--- src/rtl/controle_vedacao.sv ---
// Sealing-station controller: stops the conveyor for an arriving bottle, requests one cork,
// waits for the dispenser acknowledge, holds for the capping time and tracks magazine stock.
module controle_vedacao #(
  parameter int MAX_ROLHAS = 20,
  parameter int W          = 5,
  parameter int T_ACK      = 8,
  parameter int T_VEDA     = 4
) (
  input  logic         clk,
  input  logic         reset,
  input  logic         sensor_garrafa,
  input  logic         disp,
  input  logic         add_rolha,
  output logic         rolha5,
  output logic         esteira,
  output logic         vedado,
  output logic [W-1:0] estoque,
  output logic         vazio,
  output logic         cheio,
  output logic         alarme
);

  localparam int AW = (T_ACK  > 1) ? $clog2(T_ACK  + 1) : 1;
  localparam int VW = (T_VEDA > 1) ? $clog2(T_VEDA + 1) : 1;

  typedef enum logic [2:0] {
    IDLE      = 3'd0,
    SEM_ROLHA = 3'd1,
    SOLICITA  = 3'd2,
    ESPERA    = 3'd3,
    VEDA      = 3'd4,
    LIBERA    = 3'd5,
    ERRO      = 3'd6
  } state_t;

  state_t          state;
  logic            sens_q;
  logic            chegada;
  logic [AW-1:0]   ack_timer;
  logic [VW-1:0]   veda_timer;

  assign chegada = sensor_garrafa & ~sens_q;
  assign vazio   = (estoque == W'(0));
  assign cheio   = (estoque == W'(MAX_ROLHAS));

  // Registered copy of the bottle sensor for rising-edge detection
  always_ff @(posedge clk or posedge reset) begin
    if (reset) begin
      sens_q <= 1'b0;
    end else begin
      sens_q <= sensor_garrafa;
    end
  end

  // Magazine stock: saturates at both ends, simultaneous add and dispense cancel out
  always_ff @(posedge clk or posedge reset) begin
    if (reset) begin
      estoque <= W'(0);
    end else if (add_rolha && !disp) begin
      if (estoque < W'(MAX_ROLHAS)) begin
        estoque <= estoque + W'(1);
      end
    end else if (disp && !add_rolha) begin
      if (estoque != W'(0)) begin
        estoque <= estoque - W'(1);
      end
    end
  end

  // Station sequencer with registered outputs
  always_ff @(posedge clk or posedge reset) begin
    if (reset) begin
      state      <= IDLE;
      rolha5     <= 1'b0;
      vedado     <= 1'b0;
      esteira    <= 1'b1;
      alarme     <= 1'b0;
      ack_timer  <= AW'(0);
      veda_timer <= VW'(0);
    end else begin
      rolha5 <= 1'b0;
      vedado <= 1'b0;
      case (state)
        IDLE: begin
          esteira <= 1'b1;
          alarme  <= 1'b0;
          if (chegada) begin
            esteira <= 1'b0;
            if (estoque != W'(0)) begin
              state  <= SOLICITA;
              rolha5 <= 1'b1;
            end else begin
              state  <= SEM_ROLHA;
              alarme <= 1'b1;
            end
          end
        end
        SEM_ROLHA: begin
          esteira <= 1'b0;
          if (estoque != W'(0)) begin
            state  <= SOLICITA;
            rolha5 <= 1'b1;
            alarme <= 1'b0;
          end
        end
        SOLICITA: begin
          esteira   <= 1'b0;
          ack_timer <= AW'(0);
          state     <= ESPERA;
        end
        ESPERA: begin
          esteira <= 1'b0;
          // an acknowledge in the expiry cycle still wins over the timeout
          if (disp) begin
            veda_timer <= VW'(0);
            state      <= VEDA;
          end else if (ack_timer == AW'(T_ACK - 1)) begin
            state  <= ERRO;
            alarme <= 1'b1;
          end else begin
            ack_timer <= ack_timer + AW'(1);
          end
        end
        VEDA: begin
          if (veda_timer == VW'(T_VEDA - 1)) begin
            state   <= LIBERA;
            vedado  <= 1'b1;
            esteira <= 1'b1;
          end else begin
            veda_timer <= veda_timer + VW'(1);
            esteira    <= 1'b0;
          end
        end
        LIBERA: begin
          esteira <= 1'b1;
          if (!sensor_garrafa) begin
            state <= IDLE;
          end
        end
        ERRO: begin
          esteira <= 1'b0;
          alarme  <= 1'b1;
        end
        default: begin
          state   <= ERRO;
          esteira <= 1'b0;
          alarme  <= 1'b1;
        end
      endcase
    end
  end

endmodule

--- config.mk ---
export PLATFORM = sky130hd
export DESIGN_NAME = controle_vedacao
export DESIGN_NICKNAME = d
export VERILOG_FILES = /design/src/rtl/controle_vedacao.sv
export SDC_FILE = /design/constraint.sdc
export NUM_CORES = 1
export LEC_CHECK = 0
export ABC_AREA = 0
export ABC_CLOCK_PERIOD_IN_PS = 2900
export CORE_UTILIZATION = 55
export CTS_CLUSTER_DIAMETER = 200
export DETAILED_ROUTE_END_ITERATION = 12
export GPL_ROUTABILITY_DRIVEN = 1
export PLACE_DENSITY = 0.84
export SYNTH_ARGS = -nofsm -noshare
export SYNTH_HDL_FRONTEND = slang
export SYNTH_SLANG_ARGS = --single-unit
--- constraint.sdc ---
create_clock -name clk -period 2.9 [get_ports clk]
set_input_delay 0.58 -clock clk [delete_from_list [all_inputs] [get_ports clk]]
set_output_delay 0.58 -clock clk [all_outputs]
set_load 0.03 [all_outputs]
; After elaboration in Yosys (flattened, before gate mapping)
; Cells that the tools add are included.
[classes]
div_mod_pow = 0
magnitude_cmp = 1
n_shift = 0
addsub = 4
eq_ne = 20
reduce_logical = 17
n_mul = 0
mux = 31
n_bitwise = 4
[ops]
columns = operator, count
row1 = $mux 3, 8
row2 = $pmux 3 s7, 1
row3 = $mux 5, 4
row4 = $ne 2x2->1 const B, 9
row5 = $mux 1, 10
row6 = $eq 3x2->1 const B, 3
row7 = $eq 3x3->1 const B, 3
row8 = $reduce_and 3->1, 3
row9 = $mux 4, 2
row10 = $pmux 4 s2, 1
row11 = $reduce_bool 2->1, 4
row12 = $pmux 3 s2, 1
row13 = $reduce_and 6->1, 1
row14 = $add 5x1->5 const B, 1
row15 = $eq 5x5->1 const B, 1
row16 = $logic_not 5->1, 1
row17 = $lt 5x5->1 const B, 1
row18 = $reduce_bool 5->1, 1
row19 = $sub 5x1->5 const B, 1
row20 = $add 4x1->4 const B, 1
row21 = $eq 4x3->1 const B, 1
row22 = $pmux 1 s4, 1
row23 = $reduce_and 4->1, 1
row24 = $add 3x1->3 const B, 1
row25 = 12 further kinds, 16
[word_totals]
register_bits = 20
latchBits = 0
rom_bits = 0
elab_cells = 86
in_bits = 5
n_memories = 0
mem_bits_rw = 0

; Longest topological paths before layout
; Gate-level depths: netlist (run 1).
[logic_depth]
ltp_word = 4
mapped_depth = 10
ltp_nobuf = 9

; Worst setup path after synthesis (run 1)
; Ideal clock, no wire load.
[synth_timing]
kind = input to register
startpoint = input port disp
endpoint = register estoque[4]
slack_ns = 0.805
n_path_buf = 1
required_time_ns = 2.819
arrival_ns = 2.014
stages = 10
cell_sequence = inv_1 -> ha_1 -> clkbuf_1 -> xnor2_1 -> ha_1 -> nor2_1 -> o21bai_1 -> a31oi_1 -> mux2i_1 -> xor2_1
[synth_between]
elab_chain_len = 4
[synth_rtl]
columns = item, line
row1 = from (decl), 12  ; input logic disp,
row2 = $logic_not 1->1, 59  ; end else if (add_rolha && !disp) begin
row3 = $logic_and 1x1->1, 59
row4 = $ne 2x1->1 (no source line) / $reduce_bool 2->1 (equally long branches), n/a
row5 = $reduce_and 3->1 (no source line), n/a
row6 = to (signal assigned), 61  ; estoque <= estoque + W'(1);
row7 = to (signal assigned), 65  ; estoque <= estoque - W'(1);
row8 = to (decl), 17  ; output logic [W-1:0] estoque,
; Several ways; a longest one is shown, not always the timed one.
; A chain may end at the register's enable or synchronous reset.

; Worst setup path in the final report (run 1)
[layout_timing]
startpoint = register estoque[1]
endpoint = output port vazio
[layout_between]
elab_chain_len = 1
[layout_rtl]
columns = item, line
row1 = $logic_not 5->1, 43  ; assign vazio = (estoque == W'(0));
row2 = to (decl), 18  ; output logic vazio,
; No other way between the ends.

==> results of run 1 <==
## cell type report
class                   instances  area (µm²)
multi-input cells              93         674
flip-flops and latches         20         502
repair buffers                 16         158
clock buffers                   4        26.3
inverters                       6        22.5
fillers                       160         606
well taps                      27        33.8
## critical path, stage by stage (launching register included)
cell and delay, ns:
dfrtp_1 0.51, nor3_4 0.30, nor3b_4 0.36, clkdlybuf4s50_1 0.73
## power by group through the flow
stage	Sequential [mW]	Combinational (mW)	Clock [mW]
2_1_floorplan	0.594	0.516	0
3_3_place_gp	0.567	0.729	0
3_5_place_dp	0.578	0.747	0
4_1_cts	0.571	0.749	0.149
5_1_grt	0.595	0.825	0.157
6_report	0.574	0.746	0.139
## placed cells by master, fill, tap and decap left out, types with 2 or more instances in the layout
cell and n:
a211oi_1 2, a21oi_1 4, a31oi_1 3, and3_1 2, clkbuf_4 3, clkdlybuf4s50_1 15, dfrtp_1 19, ha_1 7
inv_1 6, mux2_2 5, nand2_1 10, nand3_1 3, nand4_1 2, nor2_1 12, nor2b_1 5, nor3_1 2
o21ai_0 7, o31ai_1 2, xnor2_1 4, xor2_1 4
## sequential cells by signal, summed over array words and instances (netlist names), named ones only
signal,count
estoque,5
ack_timer,4
veda_timer,3
state,2
alarme,1
esteira,1
rolha5,1
sens_q,1
vedado,1
## stage by stage
step	instances	hold WS [ns]	total power, mW	util (%)	worst slack [ns]
after global placement	162	0.457	1.30	68.8	0.317
after floorplan	124	0.443	1.11	-	0.805
after CTS	166	0.496	1.47	70.0	0.104
after detailed placement	162	0.471	1.32	68.8	0.253
final	166	0.494	1.46	70.0	0.116
after global routing	166	0.533	1.58	70.0	0.00676
## synthesized netlist by cell type, drive strengths merged, types with 4 or more instances
library cell,number
mux2,6
xor2,4
nand2,10
ha,7
nor2b,5
nor3,4
clkbuf,4
a21oi,4
inv,6
dfrtp,19
o21ai,8
nor2,12
xnor2,4
## routing by layer
metal	share of wire (%)	GRT usage (%)
met4	2.4	9.31
met5	0	0
met1	48	27.7
met3	2.7	2.80
met2	47	32.9
## worst paths after layout
path	start	endpoint	slack, ns	depth (start not counted)
worst min-delay path	veda_timer[1]$_DFFE_PP0P_	veda_timer[1]$_DFFE_PP0P_	0.49	2
min in group asynchronous	reset	ack_timer[3]$_DFFE_PP0P_	0.68	2
max in group asynchronous	reset	veda_timer[1]$_DFFE_PP0P_	1.75	2
worst min register to register	veda_timer[1]$_DFFE_PP0P_	veda_timer[1]$_DFFE_PP0P_	0.49	2
worst max-delay path	estoque[1]$_DFFE_PP0P_	vazio	0.12	3
worst max register to register	estoque[1]$_DFFE_PP0P_	alarme$_DFFE_PP0P_	1.04	5
## cells by family after synthesis
kind of cell,synth area share [%]
and+or+nand+nor,20.1
AOI/OAI and AO/OA,15.6
DFF,41.2
buffers and inverters,3.49
xor gates and xnor gates,5.75
muxes,6.67
adders and majority gates,7.19
==> flow_metrics.env, run 1 <==
export IMPL_netlist_area_leader_share_pct=39.0
export IMPL_grt_pass1_vias=837
export IMPL_critPathRequiredTime_ns=2.32
export IMPL_num_rows=16
export IMPL_switching_share_pct=44.8
export IMPL_die_area_um2=2410
export IMPL_netlist_area_um2=1220
export IMPL_status="finished, final reports clean"
export IMPL_portBuffers=15
export IMPL_vias=944
export IMPL_finalInstanceArea_um2=1420
export IMPL_clockBufferDepth=2
export IMPL_net_switching_power_uw=654
export IMPL_p_clk_share_pct=9.5
export IMPL_clock_sinks=20
export IMPL_yosysWarnings=0
export IMPL_cts_tree="built"
export IMPL_place_area_um2=1390
export IMPL_rsz0062_at_grt="no"
export IMPL_slew_headroom_pct=50.5
export IMPL_synth_yosys_seq_area_share_pct=41.2
export IMPL_maxCapViolations=0
export IMPL_grt_pass1_wl_mm=3.80
export IMPL_synth_seq_cells=20
export IMPL_p_leak_nw=0.621
export IMPL_drtIter0Drc=14
export IMPL_synth_edf_count=0
export IMPL_clock_skew_ns=0.00506
export IMPL_firstDrtPassIters=4
export IMPL_synth_area_per_cell_um2=9.83
export IMPL_max_freq_ghz=0.359
export IMPL_antenna_found_initial=0
export IMPL_hold_path_class="reg -> reg"
export IMPL_grt_max_degree=21
export IMPL_ys_types=40
export IMPL_cts_resized=0
export IMPL_seqPwrFrac_pct=39.3
export IMPL_startpoint_type="flip-flop"
export IMPL_grtUsageTotal_pct=20.6
export IMPL_tightest_slew_ns=0.742
export IMPL_fin_tns_setup_ns=0
export IMPL_maxSlewViolCount=0
export IMPL_num_nets_final=152
export IMPL_crit_arrival_ns=2.20
export IMPL_synthArstFlopShare_pct=100
export IMPL_core_area_um2=2020
export IMPL_setup_viol=0
export IMPL_critPathMaxFanout=8
export IMPL_vias_per_cell=5.69
export IMPL_grt_ovfl_total=0
export IMPL_antenna_left=0
export IMPL_hpwl_mm=1.62
export IMPL_drive_above_1_share_pct=10.8
export IMPL_postSynthCellCount=124
export IMPL_io_pins=16
export IMPL_peakVddDrop_v=0.000662
export IMPL_internal_power_uw=805
export IMPL_cts_hold_buffers=0
export IMPL_yosys_area_top_type="dfrtp_1"
export IMPL_globalplace_congestion=0.978
export IMPL_endpoint_kind="primary output"
export IMPL_p_per_area_nw_per_um2=1030
export IMPL_synthFlopType="dfrtp_1"
export IMPL_cts_buffers=3
export IMPL_die_w_um=49.1
export IMPL_wl_per_cell_um=13.2
export IMPL_cts_setup_buffers=0
export IMPL_fin_crit_sh_pct=96.0
export IMPL_drc=0
export IMPL_area_growth_pct=16.2
export IMPL_wirelength_mm=2.20
export IMPL_worst_skew_pair_late_latency_ns=0.31
export IMPL_min_period_ns=2.78
export IMPL_antenna_cells=0
export IMPL_worstSetupPathType="reg -> out"
export IMPL_start_util_pct=60.3
export IMPL_synthTopCellsByArea="dfrtp_1 (39%), ha_1 (7.2%), mux2_2 (4.6%)"
export IMPL_combPwrFrac_pct=51.1
export IMPL_root_buffer="clkbuf_4"
export IMPL_synthesis_nets=136
export IMPL_dieHeight_um=49.1
export IMPL_clk_pin_slew_ns=0.11
export IMPL_hold_viol=0
export IMPL_h_tree_depth=1
Power figures use the tool's default switching activity.
==> inputs of run 2 (changes only) <==
- CORE_MARGIN: unset -> 2
- HOLD_SLACK_MARGIN: unset -> 0.1
==> run 2 against run 1 <==
Net effect:
- die area increased by 8.3%
- power increased by 1.9%
- non-clock buffer count unchanged
==> flow_metrics.env, run 2 (synthesis results as in run 1) <==
export IMPL_status="finished, final reports clean"
export IMPL_worst_skew_pair_late_latency_ns=0.30
export IMPL_crit_cells=3
export IMPL_slew_headroom_pct=50.7
export IMPL_cts_buffers=3
export IMPL_place_area_um2=1390
export IMPL_portBuffers=15
export IMPL_clock_sinks=20
export IMPL_endpoint_kind="primary output"
export IMPL_startpoint_type="flip-flop"
export IMPL_antenna_found_initial=0
export IMPL_critPathRequiredTime_ns=2.32
export IMPL_largest_reg_flops=5
export IMPL_whs_endpoint="veda_timer[2]$_DFFE_PP0P_"
export IMPL_hpwl_mm=1.69
export IMPL_grt_max_degree=21
export IMPL_num_nets_final=152
export IMPL_n_fill_cell=168
export IMPL_crit_chain="nor3_4 -> nor3b_4 -> clkdlybuf4s50_1"
export IMPL_critPathMaxFanout=8
export IMPL_tightest_slew_ns=0.739
export IMPL_h_tree_depth=1
export IMPL_min_period_ns=2.73
export IMPL_grt_pass1_wl_mm=4.04
export IMPL_die_w_um=51.1
export IMPL_fin_crit_sh_pct=94.0
export IMPL_setup_viol=0
export IMPL_top_regs="estoque: 5 flops, ack_timer: 4 flops, veda_timer: 3 flops"
export IMPL_cts_tree="built"
export IMPL_peakVddDrop_v=0.000650
export IMPL_start_util_pct=56.7
export IMPL_num_rows=17
export IMPL_dieHeight_um=51.1
export IMPL_finalInstanceArea_um2=1430
export IMPL_io_pins=16
export IMPL_die_area_um2=2610
export IMPL_clock_skew_ns=0.00430
export IMPL_hold_start="veda_timer[2]$_DFFE_PP0P_"
export IMPL_p_per_area_nw_per_um2=1040
export IMPL_drc=0
export IMPL_registers_top_by_ff_count="estoque"
export IMPL_wirelength_mm=2.30
export IMPL_area_growth_pct=17.1
export IMPL_grtUsageTotal_pct=20.7
export IMPL_grt_pass1_vias=949
export IMPL_globalplace_congestion=0.823
export IMPL_cts_setup_buffers=0
export IMPL_max_freq_ghz=0.367
export IMPL_drtIter0Drc=17
export IMPL_vias=934
export IMPL_layout_commonest_cell="dfrtp_1"
export IMPL_maxCapViolations=0
export IMPL_cp_num_buf_inv=1
export IMPL_rsz0062_at_grt="no"
export IMPL_antenna_left=0
export IMPL_antenna_cells=0
export IMPL_grt_ovfl_total=0
export IMPL_r2r_cells=4
export IMPL_fin_tns_setup_ns=0
export IMPL_crit_family="buffers and inverters"
export IMPL_hold_path_class="reg -> reg"
export IMPL_wl_per_cell_um=13.8
export IMPL_root_buffer="clkbuf_4"
export IMPL_clockBufferDepth=2
export IMPL_slowest_delay_ns=0.73
export IMPL_worstSetupPathType="reg -> out"
export IMPL_crit_arrival_ns=2.15
export IMPL_clk_pin_slew_ns=0.11
export IMPL_slowest_stage="clkdlybuf4s50_1"
export IMPL_layout_common_cells="dfrtp_1 (19), clkdlybuf4s50_1 (15), nor2_1 (12)"
export IMPL_cts_resized=0
export IMPL_maxSlewViolCount=0
export IMPL_rrSetupSlack_ns=1.02
export IMPL_hold_depth=2
export IMPL_r2r_end="veda_timer[2]$_DFFE_PP0P_"
export IMPL_p_leak_nw=0.627
export IMPL_core_area_um2=2150
export IMPL_vias_per_cell=5.59
export IMPL_cts_hold_buffers=0
export IMPL_firstDrtPassIters=4
export IMPL_hold_viol=0
export IMPL_drive_above_1_share_pct=11.5
[run 2: report_power, final]
| part | total, mW | switching (mW) | internal (mW) |
|---|---|---|---|
| Combinational | 0.752 | 0.384 | 0.368 |
| Clock | 0.162 | 0.0855 | 0.0766 |
| Sequential | 0.572 | 0.190 | 0.383 |
[run 2: area by class of cell]
class | count | area [µm²] | area share, %
timing repair buffer | 16 | 158 | 11.0
inverter | 6 | 22.5 | 1.58
sequential | 20 | 502 | 35.1
clock buffer | 4 | 36.3 | 2.54
tap | 28 | 35.0 | 2.45
multi-input combinational | 93 | 674 | 47.2
[run 2: worst max path at each step]
stage | start | end | slack (ns)
after floorplan | disp | estoque[4]$_DFFE_PP0P_ | 0.80
after global placement | disp | estoque[4]$_DFFE_PP0P_ | 0.30
after detailed placement | disp | estoque[4]$_DFFE_PP0P_ | 0.21
after CTS | estoque[1]$_DFFE_PP0P_ | vazio | 0.16
after global routing | estoque[1]$_DFFE_PP0P_ | vazio | 0.07
final | estoque[1]$_DFFE_PP0P_ | vazio | 0.17
[run 2: metrics by stage]
stage / power (mW) / utilization, % / worst slack (ns) / hold slack, ns / cells
finish: 1.49 / 66.5 / 0.173 / 0.500 / 167
global route: 1.60 / 66.5 / 0.0687 / 0.537 / 167
CTS: 1.49 / 66.5 / 0.157 / 0.509 / 167
detailed placement: 1.33 / 64.8 / 0.205 / 0.483 / 163
global placement: 1.30 / 64.8 / 0.295 / 0.458 / 163
floorplan: 1.11 / - / 0.805 / 0.443 / 124
[run 2: worst reg2reg max path, cell delays in order (launching register included)]
cell and delay, ns:
dfrtp_1 0.60, nor2b_1 0.40, nor3b_1 0.38, a31oi_1 0.13
o31ai_1 0.27
[run 2: per-layer routing]
| metal | GRT usage, % | vias to the layer above | share of wire (%) |
|---|---|---|---|
| met5 | 0 | - | 0 |
| li1 | - | 468 | - |
| met1 | 24.8 | 448 | 46 |
| met2 | 35.1 | 14 | 50 |
| met4 | 10.8 | 0 | 1.2 |
| met3 | 3.80 | 4 | 2.8 |
